**src/rtl/aes_pkg.sv**
```systemverilog
// rtl/aes_pkg.sv - shared constants and FSM encoding for the AES block sequencer
package aes_pkg;

    localparam int AES_BLOCK_BITS = 128;
    localparam int AES_NBYTES     = 16;
    localparam int AES_NROUNDS    = 10;

    typedef logic [1:0] aes_state_t;

    localparam aes_state_t LOAD_KEY  = 2'd0;
    localparam aes_state_t LOAD_DATA = 2'd1;
    localparam aes_state_t RUN       = 2'd2;
    localparam aes_state_t DONE      = 2'd3;

endpackage

```
**src/rtl/aes_block_sequencer_if.sv**
```systemverilog
// rtl/aes_block_sequencer_if.sv - byte stream, result and core-side bundle of the AES sequencer
interface aes_block_sequencer_if;
    import aes_pkg::*;

    logic [7:0]                s_data;
    logic                      s_valid;
    logic                      s_ready;
    logic [AES_BLOCK_BITS-1:0] m_data;
    logic                      m_valid;
    logic                      m_ready;
    logic [AES_BLOCK_BITS-1:0] core_key;
    logic [AES_BLOCK_BITS-1:0] core_data;
    logic                      core_en;
    logic                      core_clr;
    logic [AES_BLOCK_BITS-1:0] core_out;

    modport master (
        input  s_data, s_valid, m_ready, core_out,
        output s_ready, m_data, m_valid, core_key, core_data, core_en, core_clr
    );

    modport slave (
        output s_data, s_valid, m_ready, core_out,
        input  s_ready, m_data, m_valid, core_key, core_data, core_en, core_clr
    );

endinterface

```
**src/rtl/aes_byte_packer.sv**
```systemverilog
// rtl/aes_byte_packer.sv - 8-to-128 shift register with byte count and full pulse
import aes_pkg::*;

module aes_byte_packer #(
    parameter int NBYTES = AES_NBYTES
) (
    input  logic                  clk,
    input  logic                  clr,
    input  logic                  load,
    input  logic [7:0]            data_byte,
    output logic [8*NBYTES-1:0]   word,
    output logic                  full
);

    localparam int CW = $clog2(NBYTES);

    logic [CW-1:0] bcnt;

    // full marks the accept of the last byte; the counter wraps on that edge
    assign full = load && (bcnt == CW'(NBYTES - 1));

    always_ff @(posedge clk or posedge clr) begin
        if (clr) begin
            word <= '0;
            bcnt <= '0;
        end else if (load) begin
            word <= {word[8*NBYTES-9:0], data_byte};
            bcnt <= full ? '0 : bcnt + 1'b1;
        end
    end

endmodule

```
**src/rtl/aes_block_sequencer.sv**
```systemverilog
// rtl/aes_block_sequencer.sv - loads key and plaintext bytes, runs the iterative AES core, returns ciphertext
import aes_pkg::*;

module aes_block_sequencer #(
    parameter int NBYTES  = AES_NBYTES,
    parameter int NROUNDS = AES_NROUNDS
) (
    input  logic                  clk,
    input  logic                  clr,
    aes_block_sequencer_if.master bus,
    output logic                  busy
);

    localparam int RW = $clog2(NROUNDS);

    aes_state_t    state;
    logic [RW-1:0] rcnt;
    logic          key_full;
    logic          data_full;

    aes_byte_packer #(.NBYTES(NBYTES)) u_key_packer (
        .clk       (clk),
        .clr       (clr),
        .load      (bus.s_valid && (state == LOAD_KEY)),
        .data_byte (bus.s_data),
        .word      (bus.core_key),
        .full      (key_full)
    );

    aes_byte_packer #(.NBYTES(NBYTES)) u_data_packer (
        .clk       (clk),
        .clr       (clr),
        .load      (bus.s_valid && (state == LOAD_DATA)),
        .data_byte (bus.s_data),
        .word      (bus.core_data),
        .full      (data_full)
    );

    // core_clr carries clr directly so a reset reaches the core without waiting for a clock
    assign bus.s_ready  = (state == LOAD_KEY) || (state == LOAD_DATA);
    assign bus.core_en  = (state == RUN);
    assign bus.core_clr = clr || (state != RUN);
    assign busy         = (state == RUN) || (state == DONE);

    always_ff @(posedge clk or posedge clr) begin
        if (clr) begin
            state       <= LOAD_KEY;
            rcnt        <= '0;
            bus.m_data  <= '0;
            bus.m_valid <= 1'b0;
        end else begin
            case (state)
                LOAD_KEY: begin
                    if (key_full) state <= LOAD_DATA;
                end
                LOAD_DATA: begin
                    if (data_full) begin
                        rcnt  <= '0;
                        state <= RUN;
                    end
                end
                RUN: begin
                    rcnt <= rcnt + 1'b1;
                    // core round counter tracks rcnt, so its output is the ciphertext here
                    if (rcnt == RW'(NROUNDS - 1)) begin
                        bus.m_data  <= bus.core_out;
                        bus.m_valid <= 1'b1;
                        state       <= DONE;
                    end
                end
                DONE: begin
                    if (bus.m_ready) begin
                        bus.m_valid <= 1'b0;
                        state       <= LOAD_KEY;
                    end
                end
                default: state <= LOAD_KEY;
            endcase
        end
    end

endmodule

```
**src/flat_wrapper.sv**
```systemverilog
// flat-port wrapper written by rule: the top's interface ports become plain ports
module aes_block_sequencer_flat 
#(
    parameter int NBYTES  = AES_NBYTES,
    parameter int NROUNDS = AES_NROUNDS
)
  (clk, clr, busy, bus_s_data, bus_s_valid, bus_m_ready, bus_core_out, bus_s_ready, bus_m_data, bus_m_valid, bus_core_key, bus_core_data, bus_core_en, bus_core_clr);
  aes_block_sequencer_if bus_i ();
  input  logic clk;
  input  logic clr;
  output logic busy;
  input wire logic [$bits(bus_i.s_data)-1:0] bus_s_data;
  input wire logic [$bits(bus_i.s_valid)-1:0] bus_s_valid;
  input wire logic [$bits(bus_i.m_ready)-1:0] bus_m_ready;
  input wire logic [$bits(bus_i.core_out)-1:0] bus_core_out;
  output wire logic [$bits(bus_i.s_ready)-1:0] bus_s_ready;
  output wire logic [$bits(bus_i.m_data)-1:0] bus_m_data;
  output wire logic [$bits(bus_i.m_valid)-1:0] bus_m_valid;
  output wire logic [$bits(bus_i.core_key)-1:0] bus_core_key;
  output wire logic [$bits(bus_i.core_data)-1:0] bus_core_data;
  output wire logic [$bits(bus_i.core_en)-1:0] bus_core_en;
  output wire logic [$bits(bus_i.core_clr)-1:0] bus_core_clr;
  assign bus_i.s_data = bus_s_data;
  assign bus_i.s_valid = bus_s_valid;
  assign bus_i.m_ready = bus_m_ready;
  assign bus_i.core_out = bus_core_out;
  assign bus_s_ready = bus_i.s_ready;
  assign bus_m_data = bus_i.m_data;
  assign bus_m_valid = bus_i.m_valid;
  assign bus_core_key = bus_i.core_key;
  assign bus_core_data = bus_i.core_data;
  assign bus_core_en = bus_i.core_en;
  assign bus_core_clr = bus_i.core_clr;
  aes_block_sequencer #(.NBYTES(NBYTES), .NROUNDS(NROUNDS)) u_core (.clk(clk), .clr(clr), .bus(bus_i), .busy(busy));
endmodule
```
**config.mk**
```make
export PLATFORM = sky130hd
export DESIGN_NAME = aes_block_sequencer_flat
export DESIGN_NICKNAME = d
export VERILOG_FILES = /design/src/rtl/aes_pkg.sv /design/src/rtl/aes_block_sequencer_if.sv /design/src/rtl/aes_byte_packer.sv /design/src/rtl/aes_block_sequencer.sv /design/src/flat_wrapper.sv
export SDC_FILE = /design/constraint.sdc
export NUM_CORES = 1
export LEC_CHECK = 0
export BUFFER_PORTS_ARGS = -buffer_cell sky130_fd_sc_hd__buf_2
export CORE_AREA = 5 5 201 203
export DETAILED_ROUTE_END_ITERATION = 8
export DIE_AREA = 0 0 206 208
export GPL_ROUTABILITY_DRIVEN = 0
export GPL_TIMING_DRIVEN = 0
export PLACE_DENSITY_LB_ADDON = 0.25
export SKIP_CTS_REPAIR_TIMING = 1
export SYNTH_ARGS = -nofsm -noshare
export SYNTH_HDL_FRONTEND = slang
export SYNTH_SLANG_ARGS = --single-unit
```
**constraint.sdc**
```tcl
create_clock -name clk -period 14.7 [get_ports clk]
set_input_delay 1.47 -clock clk [delete_from_list [all_inputs] [get_ports clk]]
set_output_delay 1.47 -clock clk [all_outputs]
set_load 0.01 [all_outputs]
```
Word-level counts from Yosys, hierarchy flattened
Cells that the tools add are included.
- add/sub/neg operators: 3
- reduce and logical (&&, ||, !) cells: 14
- multiplexer cells: 12
- equality and inequality tests: 11
- operators with widths (operator ; number):
    $add 4x1->4 const B ; 3
    $eq 4x4->1 const B ; 3
    $mux 4 ; 3
    $mux 2 ; 4
    $ne 2x2->1 const B ; 4
    $pmux 2 s4 ; 1
    $pmux 4 s2 ; 1
    $eq 2x2->1 const B ; 2
    $logic_and 1x1->1 ; 4
    $reduce_and 2->1 ; 2
    $reduce_and 4->1 ; 1
    $reduce_bool 2->1 ; 2
    $logic_or 1x1->1 ; 3
    $reduce_and 3->1 ; 1
    $eq 2x1->1 const B ; 1
    $logic_not 2->1 ; 1
    $mux 1 ; 2
    $ne 2x1->1 const B ; 1
    $pmux 1 s2 ; 1
- register bits: 399
- input bits: 140
- logic and storage cells: 48
- output and inout bits: 389

Logic depth before layout (Yosys ltp)
- depth after elaboration: 5
- gate-level depth with buffers: 7

Modules after synthesis
A second synthesis with hierarchy kept.
- cells, all modules: 902
- area, all modules: 15746.4 um^2
- modules (own cells, without submodules) (module ; area each (um^2) ; sequential area each (um^2) ; cells each ; times used):
    aes_byte_packer ; 5221.3 ; 3303.2 ; 289 ; 2
    aes_block_sequencer ; 5303.8 ; 3378.2 ; 324 ; 1

Worst setup path before layout
No wires, ideal clock.
- path kind: input-to-output
- start point: input clr
- end point: output bus_core_clr
- arrival: 10643 ps
- stages on the path: 2
- buffers on the path: 0
- setup slack: 2587 ps
- required time: 13230 ps
- cell sequence: inv_1 -> nand2_1
- cells in the longest elaborated chain, start to end: 1
- ends and longest elaborated chain (element ; RTL line ; source):
    start, declared ; flat_wrapper.sv:10 ; input logic clr;
    $logic_or 1x1->1 ; aes_block_sequencer.sv:42 ; assign bus.core_clr = clr || (state != RUN);
    end, declared ; flat_wrapper.sv:22 ; output wire logic [$bits(bus_i.core_clr)-1:0] bus_core_clr;
Every way passes these cells.

Worst setup path after layout
Same ends and word-level chain as after synthesis.

==> metrics.yaml <==
status:
  status: "finished, final reports clean"
final_layout:
  syn_to_final_growth_pct: 32.2
  fillers: 3313
  fin_area_um2: 20100
  drive_gt1_frac: 0.690
  stdcell_count: 2020
  nets: 1618
clock_network:
  cts_buffers: 43
  cts_root_buffer: "clkbuf_16"
  clk_pin_slew_worst_paths_ns: 0.06
  clock-sinks: 399
  htree_levels: 2
  insertion_delay_ns: 0.56
  tritoncts: "built"
  cts_buffer_depth: 3
routing:
  drt-initial-drc-count: 331
  drcViolationCount: 0
  first_pass_iters: 4
  viasPerCell: 4.71
  ant_nets: 0
  dr_total_vias: 9516
  drt_wl_total_mm: 40.2
  routedWlPerCell_um: 19.9
timing:
  maxSlewHeadroom: 0.557
  rsz0062_at_grt: "false"
  drv_slew: 0
  fmax_mhz: 267
  hold_viol: 0
  fin_skew_ns: 0.0207
  min_period_over_period: 0.255
  worstMarginPinSlew_ns: 0.665
  fin_crit_ns: 3.74
  setup_viol: 0
logic_synthesis:
  synth-main-ff-cell: "dfrtp_1"
  avgSynthCellArea_um2: 17.0
  syn_nets: 1043
  synth.distinct_cells: 33
  synthArstFlopShare: 1.00
  synth_area_um2: 15200
  synth-seq-area-share: 0.657
  synth_area_leaders: "dfrtp_1, mux2_2, buf_6"
  netlist.top_cell.by_area: "dfrtp_1"
  synthCells: 895
  synth_edf_count: 0
  yosys-top-cells-count: "dfrtp_1, mux2_2, buf_6"
  yosys.area.top_type_share: 0.657
  yosysWarningCount: 0
  synth.most_common_cell: "dfrtp_1"
  ys_ff_latch: 399
setup_path:
  cp_cell_sequence: "buf_2, inv_8, nand2_1, buf_2"
  cp-end-kind: "output pin"
  crit_path_frequent_cell: "buf_2"
  arrival_ns: 2.27
  regToRegSetupSlack_ns: 12.86
  crit_family: "buffers and inverters"
  cp.required_ns: 13.23
  cp-startpoint: "clr"
  cp-start-kind: "input pin"
  rr_startpoint: "u_core.state[0]$_DFFE_PP0P_"
  worstSetupPathType: "in2out"
  critPathBufInv: 3
  crit_path_max_fanout: 76
  worst_path_max_delay_cell: "inv_8"
  worst_path_largest_cell_delay_ns: 0.40
global_routing:
  grt_use_met3: 0.0640
  grt_use_total: 0.185
  use_met1: 0.222
  grt_antenna_before_repair: 1
  grt.overflow.total: 0
  met2_usage: 0.312
  grt_pass1_vias: 9971
  grt_pass1_wl_mm: 61.4
  grt.busiest_layer: "met2"
  grt_max_degree: 129
job:
  drv_cap: 0
power_and_ir_drop:
  peakVddDrop_mv: 0.141
  pwr_density_cell_nw_per_um2: 215
  leakage_nw: 10.3
die:
  fp.coreArea_um2: 38300
  die_w_um: 206
  dieArea_um2: 42800
  die_y_um: 208
  initial_core_util: 0.397
  rows: 72
  io_pins: 529
placed_design:
  io_buffers: 527
  dpl-instance-area_um2: 18600
  dp_hpwl_mm: 31.2
  dp_cells: 1943
hold_path:
  hold_class: "reg2reg"
  worstHoldStart: "u_core.bus.m_data[65]$_DFFE_PP0P_"
-- cell type report --
type,count,area (µm²),share of cell area
Antenna cell,1,2.50,0.000125
Buffer,44,405,0.0202
Clock buffer,65,1320,0.0657
Clock inverter,11,188,0.00935
Inverter,5,26.3,0.00131
Multi-Input combinational cell,447,4780,0.238
Sequential cell,399,9980,0.497
Tap cell,518,648,0.0323
Timing Repair Buffer,530,2720,0.136
-- routing by layer --
metal,vias to the layer above,wire (µm),share of wire
li1,4345,-,-
met1,4789,15400,0.38
met2,309,20200,0.50
met3,73,3380,0.084
met4,0,1180,0.029
met5,-,0,0
-- where the power goes --
part           switching, mW  internal, mW  leakage (nW)
clock                  0.432         0.705         0.747
sequential             0.270          1.50          4.97
combinational          0.690         0.710          4.61
total                   1.39          2.91          10.3
-- cells in the final DEF (no fill, tap or decap), types with 4 or more instances in the layout --
master,Yosys,layout
buf_2,13,540
buf_6,27,27
bufinv_16,0,5
clkbuf_1,0,6
clkbuf_16,0,43
clkbuf_8,1,17
clkinv_2,0,4
dfrtp_1,399,399
ha_1,8,8
inv_1,5,4
mux2_2,387,387
nand2_1,12,12
nand3_1,4,4
o21ai_0,5,5
-- logic make-up after synthesis --
logic type	count (synthesis)	share of synthesized area
flops	399	0.657
mux	387	0.287
buf+inv	49	0.0279
simple gates	31	0.0117
compound gates	19	0.00832
fa+ha+maj	8	0.00659
xor+xnor	2	0.00115
-- sequential cells by signal, indices dropped and copies added, names as in the netlist --
| signal | cells |
|---|---|
| u_core.bus.m_data | 128 |
| u_core.u_data_packer.word | 128 |
| u_core.u_key_packer.word | 128 |
| u_core.rcnt | 4 |
| u_core.u_data_packer.bcnt | 4 |
| u_core.u_key_packer.bcnt | 4 |
| u_core.state | 2 |
| u_core.bus.m_valid | 1 |
-- metrics by stage --
stage / setup slack (ns) / hold slack (ns) / total power [mW] / TNS (ns) / util
3_3_place_gp: -2.35 / 0.482 / 3.18 / -920.29 / 0.483
5_1_grt: 10.83 / 0.504 / 4.57 / 0 / 0.524
6_report: 10.96 / 0.497 / 4.31 / 0 / 0.524
3_5_place_dp: 10.92 / 0.487 / 3.22 / 0 / 0.485
4_1_cts: 10.92 / 0.500 / 4.38 / 0 / 0.524
2_1_floorplan: 2.11 / 0.467 / 2.54 / 0 / -
-- path summary, 6_finish.rpt --
kind | depth (start not counted) | end
min in group asynchronous | 2 | u_core.u_data_packer.word[79]$_DFFE_PP0P_
min reg2reg | 1 | u_core.bus.m_data[65]$_DFFE_PP0P_
max reg2reg | 6 | u_core.u_key_packer.word[59]$_DFFE_PP0P_
max in group asynchronous | 4 | u_core.bus.m_data[18]$_DFFE_PP0P_
min | 1 | u_core.bus.m_data[65]$_DFFE_PP0P_
max | 4 | bus_core_clr
Power figures use the tool's default switching activity.
